--- src/rtl/io_scan_ctrl.sv ---
// Memory-mapped 4-digit seven-segment scanner with a debounced 2-bit switch input
// and a programmable tick timer.
module io_scan_ctrl #(
  parameter int unsigned SCAN_BITS    = 16,
  parameter int unsigned BLANK_CYCLES = 64,
  parameter int unsigned DEB_MAX      = 50000
) (
  input  logic        CLK,
  input  logic        RESET,
  input  logic [3:0]  IOAddr,
  input  logic        IOWriteEn,
  input  logic [31:0] IOWriteData,
  output logic [31:0] IOReadData,
  input  logic [1:0]  SW,
  output logic [6:0]  LED,
  output logic [3:0]  AN
);

  localparam int unsigned SlotW = SCAN_BITS - 2;
  localparam int unsigned DebW  = $clog2(DEB_MAX + 1);

  typedef enum logic [1:0] {StDig0, StDig1, StDig2, StDig3} dig_e;

  logic [27:0]          disp_q;
  logic [3:0]           mask_q;
  logic [23:0]          period_q;
  logic [23:0]          tmr_q, tmr_d;
  logic                 tick_flag_q, tick_flag_d;
  logic [15:0]          tick_cnt_q, tick_cnt_d;
  logic                 tick;
  logic [SCAN_BITS-1:0] scan_q;
  dig_e                 state_q, state_d;
  logic [1:0]           sync1_q, sync2_q;
  logic [1:0]           sw_stable_q, sw_stable_d;
  logic [DebW-1:0]      deb_cnt_q, deb_cnt_d;
  logic [3:0]           an_q, an_d;
  logic [6:0]           led_q, led_d;

  logic wr_disp, wr_mask, wr_period, wr_clr;
  assign wr_disp   = IOWriteEn && (IOAddr == 4'h0);
  assign wr_mask   = IOWriteEn && (IOAddr == 4'h1);
  assign wr_period = IOWriteEn && (IOAddr == 4'h2);
  assign wr_clr    = IOWriteEn && (IOAddr == 4'h5);

  // Tick timer; a period write restarts the count and swallows any coincident tick.
  always_comb begin
    tmr_d = tmr_q;
    tick  = 1'b0;
    if (wr_period || (period_q == 24'd0)) begin
      tmr_d = 24'd0;
    end else if (tmr_q == period_q - 24'd1) begin
      tmr_d = 24'd0;
      tick  = 1'b1;
    end else begin
      tmr_d = tmr_q + 24'd1;
    end
    tick_cnt_d  = tick ? tick_cnt_q + 16'd1 : tick_cnt_q;
    tick_flag_d = tick ? 1'b1 : (wr_clr ? 1'b0 : tick_flag_q);
  end

  always_comb begin
    deb_cnt_d   = '0;
    sw_stable_d = sw_stable_q;
    if (sync2_q != sw_stable_q) begin
      if (deb_cnt_q == DebW'(DEB_MAX - 1)) begin
        sw_stable_d = sync2_q;
      end else begin
        deb_cnt_d = deb_cnt_q + DebW'(1);
      end
    end
  end

  logic             slot_wrap, blank, mask_bit;
  logic [3:0]       an_sel;
  logic [6:0]       seg;
  assign slot_wrap = &scan_q[SlotW-1:0];
  assign blank     = 32'(scan_q[SlotW-1:0]) < BLANK_CYCLES;

  // The FSM state always equals the top two scan bits; it advances as the slot offset wraps.
  always_comb begin
    state_d  = state_q;
    an_sel   = 4'hF;
    seg      = 7'h00;
    mask_bit = 1'b0;
    unique case (state_q)
      StDig0: begin
        an_sel   = 4'b1110;
        seg      = disp_q[6:0];
        mask_bit = mask_q[0];
        if (slot_wrap) state_d = StDig1;
      end
      StDig1: begin
        an_sel   = 4'b1101;
        seg      = disp_q[13:7];
        mask_bit = mask_q[1];
        if (slot_wrap) state_d = StDig2;
      end
      StDig2: begin
        an_sel   = 4'b1011;
        seg      = disp_q[20:14];
        mask_bit = mask_q[2];
        if (slot_wrap) state_d = StDig3;
      end
      StDig3: begin
        an_sel   = 4'b0111;
        seg      = disp_q[27:21];
        mask_bit = mask_q[3];
        if (slot_wrap) state_d = StDig0;
      end
    endcase
    an_d  = 4'hF;
    led_d = 7'h7F;
    if (!blank && mask_bit) begin
      an_d  = an_sel;
      led_d = ~seg;
    end
  end

  always_ff @(posedge CLK or posedge RESET) begin
    if (RESET) begin
      disp_q      <= '0;
      mask_q      <= 4'hF;
      period_q    <= '0;
      tmr_q       <= '0;
      tick_flag_q <= 1'b0;
      tick_cnt_q  <= '0;
      scan_q      <= '0;
      state_q     <= StDig0;
      sync1_q     <= '0;
      sync2_q     <= '0;
      sw_stable_q <= '0;
      deb_cnt_q   <= '0;
      an_q        <= 4'hF;
      led_q       <= 7'h7F;
    end else begin
      if (wr_disp)   disp_q   <= IOWriteData[27:0];
      if (wr_mask)   mask_q   <= IOWriteData[3:0];
      if (wr_period) period_q <= IOWriteData[23:0];
      tmr_q       <= tmr_d;
      tick_flag_q <= tick_flag_d;
      tick_cnt_q  <= tick_cnt_d;
      scan_q      <= scan_q + SCAN_BITS'(1);
      state_q     <= state_d;
      sync1_q     <= SW;
      sync2_q     <= sync1_q;
      sw_stable_q <= sw_stable_d;
      deb_cnt_q   <= deb_cnt_d;
      an_q        <= an_d;
      led_q       <= led_d;
    end
  end

  assign AN  = an_q;
  assign LED = led_q;

  always_comb begin
    IOReadData = 32'd0;
    case (IOAddr)
      4'h1:    IOReadData = {28'd0, mask_q};
      4'h2:    IOReadData = {8'd0, period_q};
      4'h4:    IOReadData = {30'd0, sw_stable_q};
      4'h5:    IOReadData = {31'd0, tick_flag_q};
      4'h6:    IOReadData = {16'd0, tick_cnt_q};
      default: IOReadData = 32'd0;
    endcase
  end

  logic unused_bits;
  assign unused_bits = ^{IOWriteData[31:28], scan_q[SCAN_BITS-1 -: 2]};

endmodule

--- config.mk ---
export PLATFORM = sky130hd
export DESIGN_NAME = io_scan_ctrl
export DESIGN_NICKNAME = d
export VERILOG_FILES = /design/src/rtl/io_scan_ctrl.sv
export SDC_FILE = /design/constraint.sdc
export NUM_CORES = 1
export LEC_CHECK = 0
export BUFFER_PORTS_ARGS = -buffer_cell sky130_fd_sc_hd__buf_4
export CORE_ASPECT_RATIO = 1.75
export CORE_MARGIN = 10
export CORE_UTILIZATION = 55
export DETAILED_ROUTE_END_ITERATION = 10
export PLACE_DENSITY_LB_ADDON = 0.15
export SETUP_SLACK_MARGIN = 0.2
export SLEW_MARGIN = 10
export SYNTH_ARGS = -nofsm -noshare
export SYNTH_HDL_FRONTEND = slang
export SYNTH_SLANG_ARGS = --single-unit
export TNS_END_PERCENT = 20
--- constraint.sdc ---
create_clock -name CLK -period 6.4 [get_ports CLK]
set_clock_uncertainty 0.2 [all_clocks]
set_input_delay 1.28 -clock CLK [delete_from_list [all_inputs] [get_ports CLK]]
set_output_delay 1.28 -clock CLK [all_outputs]
set_load 0.03 [all_outputs]
==> results of run 1 <==
==> state kept, by name, summed over array words and instances, names as in the netlist, 2 cells and up <==
name,count
sync2_q,2
period_q,24
sync1_q,2
scan_q,14
sw_stable_q,2
mask_q,4
AN,4
LED,7
deb_cnt_q,16
state_q,2
tick_cnt_q,16
tmr_q,24
disp_q,28
==> critical path, stage by stage <==
cell and delay, ns:
buf_4 0.13, nor4b_2 0.15, buf_4 0.22, nand2_1 0.64, inv_1 0.37, a31oi_1 0.36, and4_1 0.31, nand4_4 0.29
nor4_1 0.44, xor2_1 0.20
==> cell usage after synthesis (all sizes together), types with 2 or more instances <==
master,instances
nand4,13
or2,3
ha,11
a21oi,8
a22o,12
and2,11
o211ai,8
buf,16
and3,14
mux2,57
or4,4
nor2b,3
nand2b,4
nor3,17
nand2,51
nor3b,4
and4,7
o21ai,13
or3,3
a221o,2
a222oi,7
o41ai,3
nor4b,2
clkbuf,21
a2111oi,2
nand3,40
nor4,12
dfrtp,131
nor2,75
xnor2,39
a22oi,6
dfstp,15
nand3b,2
inv,18
xor2,56
a31oi,4
==> cell families (layout without fill, tap and decap cells) <==
logic type	Yosys count	count (layout)
other cells	1	8
flops	146	146
compound gates	74	74
fa+ha+maj	11	11
buf+inv	55	124
mux	58	58
simple gates	267	267
xor+xnor	95	95
==> final cells by class <==
type	count	area share, %
Clock inverter	12	1.57
Sequential cell	146	42.0
Timing Repair Buffer	74	6.35
Multi-Input combinational cell	513	41.5
Inverter	18	0.830
Tap cell	174	2.49
Clock buffer	20	5.22
==> routing by layer <==
metal | vias up | part of all wire [%]
met4 | 0 | 3.0
met1 | 2834 | 37
met3 | 36 | 4.2
li1 | 2598 | -
met2 | 129 | 56
met5 | - | 0
==> cells in the final DEF, fill, tap and decap left out, types with 4 or more instances in the layout <==
cell	n
a31oi_1	4
and3_1	14
nand2_1	51
nor4_1	9
ha_1	11
clkbuf_16	17
inv_6	7
o211ai_1	8
buf_4	74
nand3_1	40
nor2_1	75
inv_1	17
dfrtp_1	131
and4_1	7
nor3b_1	4
nand4_1	11
a222oi_1	7
mux2_2	57
a22oi_1	6
dfstp_2	15
xnor2_1	39
a22o_1	12
nor3_1	12
and2_1	11
a21oi_1	8
conb_1	8
o21ai_0	11
xor2_1	56
nor3_2	5
nand2b_1	4
==> worst max-delay path by stage <==
stage | from | to | slack [ns]
after floorplan | RESET | deb_cnt_q[0] | 1.02
after global placement | IOAddr[1] | tick_cnt_q[15] | 1.84
after detailed placement | IOAddr[1] | tick_cnt_q[13] | 1.75
after CTS | IOAddr[1] | tick_cnt_q[13] | 2.16
after global routing | IOAddr[1] | tick_cnt_q[14] | 1.87
final | IOAddr[1] | tick_cnt_q[13] | 2.11
==> where the power goes <==
part           switching [W]  internal [W]  total (W)  leakage [nW]
logic               0.000236      0.000213   0.000448          1.81
registers           0.000171       0.00104    0.00121          1.85
clock network       0.000419      0.000573   0.000992         0.290
==> through the flow <==
| step | hold WS, ns | power [W] | util (%) | cell area, sq um |
|---|---|---|---|---|
| floorplan | 0.131 | 0.00152 | - | 7560 |
| global placement | 0.134 | 0.00164 | 60.6 | 8150 |
| detailed placement | 0.139 | 0.00167 | 60.6 | 8150 |
| CTS | 0.153 | 0.00266 | 65.0 | 8750 |
| global route | 0.165 | 0.00277 | 65.0 | 8750 |
| finish | 0.150 | 0.00265 | 65.0 | 8750 |
==> metrics.yaml, run 1 <==
final.setup.tns_ns: 0
yosys_register_bits: 146
drtAntennaViolNets: 0
dieWidth_um: 108
finalHoldViolCount: 0
r2r-end: "tmr_q[2]"
synth_area_sq_mm: 0.00754
finalWorstSetupSlack_ns: 2.11
n_fill_cell: 1117
n_antenna_cell: 0
die-area_sq_mm: 0.0190
grt_pass1_vias: 5947
synth_xor_area_share_pct: 11.0
r2r_cells: 10
overflow: 0
htreeDepth: 4
fin_crit_sh_pct: 67.1
cts_sinks: 146
ys_types: 62
yosysSeqAreaShare_pct: 48.7
final-max-slew-violation-count: 0
cap_violations: 0
io_pins: 84
seq_area_sq_mm: 0.00367
finalWeightedCongestion: 0.925
cts_buffers: 17
die_y_um: 175
ir_worst_vdd_uv: 234
r2r_start: "period_q[0]"
rsz0062_at_grt: "no"
core_sq_mm: 0.0135
use_met2_pct: 37.0
grt_usage_pct: 20.2
synth_top_area_cell: "dfrtp_1"
dp_cells: 925
power_density_mw_per_mm2: 303
grt_max_degree: 83
setup_violations: 0
slew_headroom_pct: 24.9
synth-simple-area-share_pct: 18.8
firstDrtPassIters: 5
fmax_mhz: 233
start_util_pct: 56.0
path_class: "in2reg"
cts_setup_buffers: 0
cp-start-kind: "input pin"
cts_tree: "yes"
synth.avg_cell_area_sq_um: 10.7
fin_nets: 822
synth_warnings: 0
grt_pass1_wl_um: 30500
cp_max_fo: 25
clockBufferDepth: 2
clk_latency_ns: 0.42
dpl.hpwl_um: 13900
via_per_inst: 5.85
holdPathStages: 0
synth_top_family_by_area: "simple AND/OR/NAND/NOR gates"
min_to: "sync2_q[0]"
drc: 0
area_delta_synth_final_pct: 16.0
synth_fa_ha_area_share_pct: 1.83
hold_path.class: "reg2reg"
antenna_found_initial: 0
power_leakage_nw: 3.95
place_ws_ns: 1.75
syn-instance-count: 707
synth_compound_area_share_pct: 7.37
required_ns: 6.52
ys_top_cells_by_area: "dfrtp_1, mux2_2, xor2_1"
synth_top_cell_area_share_pct: 43.5
synth_ff_type: "dfrtp_1"
synth.area.mux_share_pct: 8.65
synth_edf_count: 0
drt_iter0_drc: 307
rows: 56
worst_pin_slew_ns: 1.12
crit_arrival_ns: 4.42
drt_wl_total_um: 18800
final_cells: 957
finalCriticalPeriod_ns: 4.29
reg2reg_slack_ns: 2.47
outcome: "completed"
io_buffers: 71
cts_root_buf: "clkbuf_16"
wl_per_cell_um: 19.7
hold_buffers: 0
multi_input_area_sq_mm: 0.00363
grt_use_met3_pct: 4.94
grtUsageMet1_pct: 21.2
ys_async_sr_fraction_pct: 100
layout-drive-gt1-share_pct: 25.0
num_vias: 5597
post_cts.resized_instances: 0
min_from: "sync1_q[0]"
top_usage_layer: "met2"
clk_pin_slew_ns: 0.06
critPathCaptureType: "flop"
No activity file was read; power rests on OpenSTA's default activity.
==> run 2, diff against run 1 <==
==> constraint.sdc (replaced) <==
create_clock -name CLK -period 4.05 [get_ports CLK]
set_clock_uncertainty 0.2 [all_clocks]
set_input_delay 0.81 -clock CLK [delete_from_list [all_inputs] [get_ports CLK]]
set_output_delay 0.81 -clock CLK [all_outputs]
set_load 0.03 [all_outputs]
==> run 2 against run 1 <==
Sequential power up 60%; non-clock buffer count up 3; highest routed layer unchanged; total power up 63%.
==> metrics.yaml, run 2 (synthesized netlist as in run 1, its figures left out) <==
outcome: "completed"
cp_top_family: "simple AND/OR/NAND/NOR gates"
worstPathCellList: "inv_1, ha_1, nor3b_2, nand4_1, nor2_1, mux2i_1, a211o_1, nand4_4, nor4_1, xor2_1"
grt_usage_pct: 20.2
fmax_mhz: 288
largest_reg_flops: 28
io_buffers: 71
crit_arrival_ns: 3.62
overflow: 0
start_util_pct: 56.0
rows: 56
most-common-layout-cells: "dfrtp_1, buf_4, nor2_1"
cp-start-kind: "flop"
htreeDepth: 4
grt_max_degree: 147
final.setup.tns_ns: 0
grt_pass1_wl_um: 30500
power_density_mw_per_mm2: 490
drt_wl_total_um: 18700
clk_pin_slew_ns: 0.06
drtAntennaViolNets: 0
critPathBufInv: 1
core_sq_mm: 0.0135
finalWeightedCongestion: 0.910
io_pins: 84
setup_violations: 0
dpl.hpwl_um: 13600
cts_tree: "yes"
cts_setup_buffers: 0
cts_root_buf: "clkbuf_16"
dieWidth_um: 108
cts_sinks: 146
n_fill_cell: 1086
rsz0062_at_grt: "no"
area_delta_synth_final_pct: 17.1
ir_worst_vdd_uv: 359
path_class: "reg2reg"
antenna_found_initial: 0
cts_buffers: 17
wl_per_cell_um: 19.5
finalHoldViolCount: 0
critPathCaptureType: "flop"
via_per_inst: 5.87
clockBufferDepth: 2
clk_latency_ns: 0.42
place_ws_ns: 0.540
fin_crit_sh_pct: 85.7
firstDrtPassIters: 6
power_leakage_nw: 4.00
finalWorstSetupSlack_ns: 0.579
cp_max_fo: 17
final_common_cell: "dfrtp_1"
reg2reg_slack_ns: 0.58
cap_violations: 0
num_vias: 5639
crit_path_max_incr_delay_ns: 0.48
layout-drive-gt1-share_pct: 25.6
drt_iter0_drc: 340
slew_headroom_pct: 29.1
worst_pin_slew_ns: 1.06
required_ns: 4.20
grt_pass1_vias: 6004
hold_buffers: 0
top_register: "disp_q"
drc: 0
die_y_um: 175
die-area_sq_mm: 0.0190
fin_nets: 825
reg_top3: "disp_q (28), period_q (24), tmr_q (24)"
final-max-slew-violation-count: 0
n_antenna_cell: 0
hold_path.class: "reg2reg"
finalCriticalPeriod_ns: 3.47
crit_slowest_cell: "nor4_1"
run 2: power by group:
part / internal, W / switching (W)
clock: 0.00100 / 0.000686
sequential: 0.00164 / 0.000281
combinational: 0.000341 / 0.000366
total: 0.00299 / 0.00133
run 2: cell type report:
class                   count  area (sq um)  share of cell area (%)
flip-flops and latches    146          3670                    41.6
multi-input cells         513          3640                    41.2
repair buffers             77           591                    6.69
clock buffers              17           425                    4.82
well taps                 174           218                    2.47
clock inverters            15           211                    2.40
inverters                  18          71.3                   0.808
run 2: what timing repair did:
| item | 4_1_cts | 5_1_grt |
|---|---|---|
| gates resized for setup | 0 | 1 |
| endpoints found under the hold margin | 0 | 0 |
| setup endpoints to repair | 0 | 3 |
run 2: metal layers:
| layer | vias up | share of wire (%) | track usage, % |
|---|---|---|---|
| met3 | 54 | 3.8 | 3.43 |
| met1 | 2825 | 37 | 21.2 |
| li1 | 2602 | - | - |
| met5 | - | 0 | 0 |
| met2 | 158 | 56 | 37.2 |
| met4 | 0 | 3.9 | 9.88 |
run 2: stage by stage:
| step | area, sq um | util, % | total power [W] | hold slack, ns | instances |
|---|---|---|---|---|---|
| 5_1_grt | 8830 | 65.6 | 0.00450 | 0.158 | 960 |
| 3_3_place_gp | 8190 | 60.8 | 0.00260 | 0.134 | 928 |
| 3_5_place_dp | 8190 | 60.8 | 0.00264 | 0.137 | 928 |
| 4_1_cts | 8820 | 65.6 | 0.00433 | 0.151 | 960 |
| 2_1_floorplan | 7570 | - | 0.00240 | 0.131 | 714 |
| 6_report | 8830 | 65.6 | 0.00432 | 0.149 | 960 |
run 2: final timing paths:
kind	startpoint	end	cells past startpoint
min reg2reg	sync1_q[0]	sync2_q[0]	0
min	sync1_q[0]	sync2_q[0]	0
min in group asynchronous	RESET	disp_q[26]	3
max reg2reg	period_q[0]	tick_cnt_q[13]	10
max	period_q[0]	tick_cnt_q[13]	10
max in group asynchronous	RESET	tmr_q[13]	3
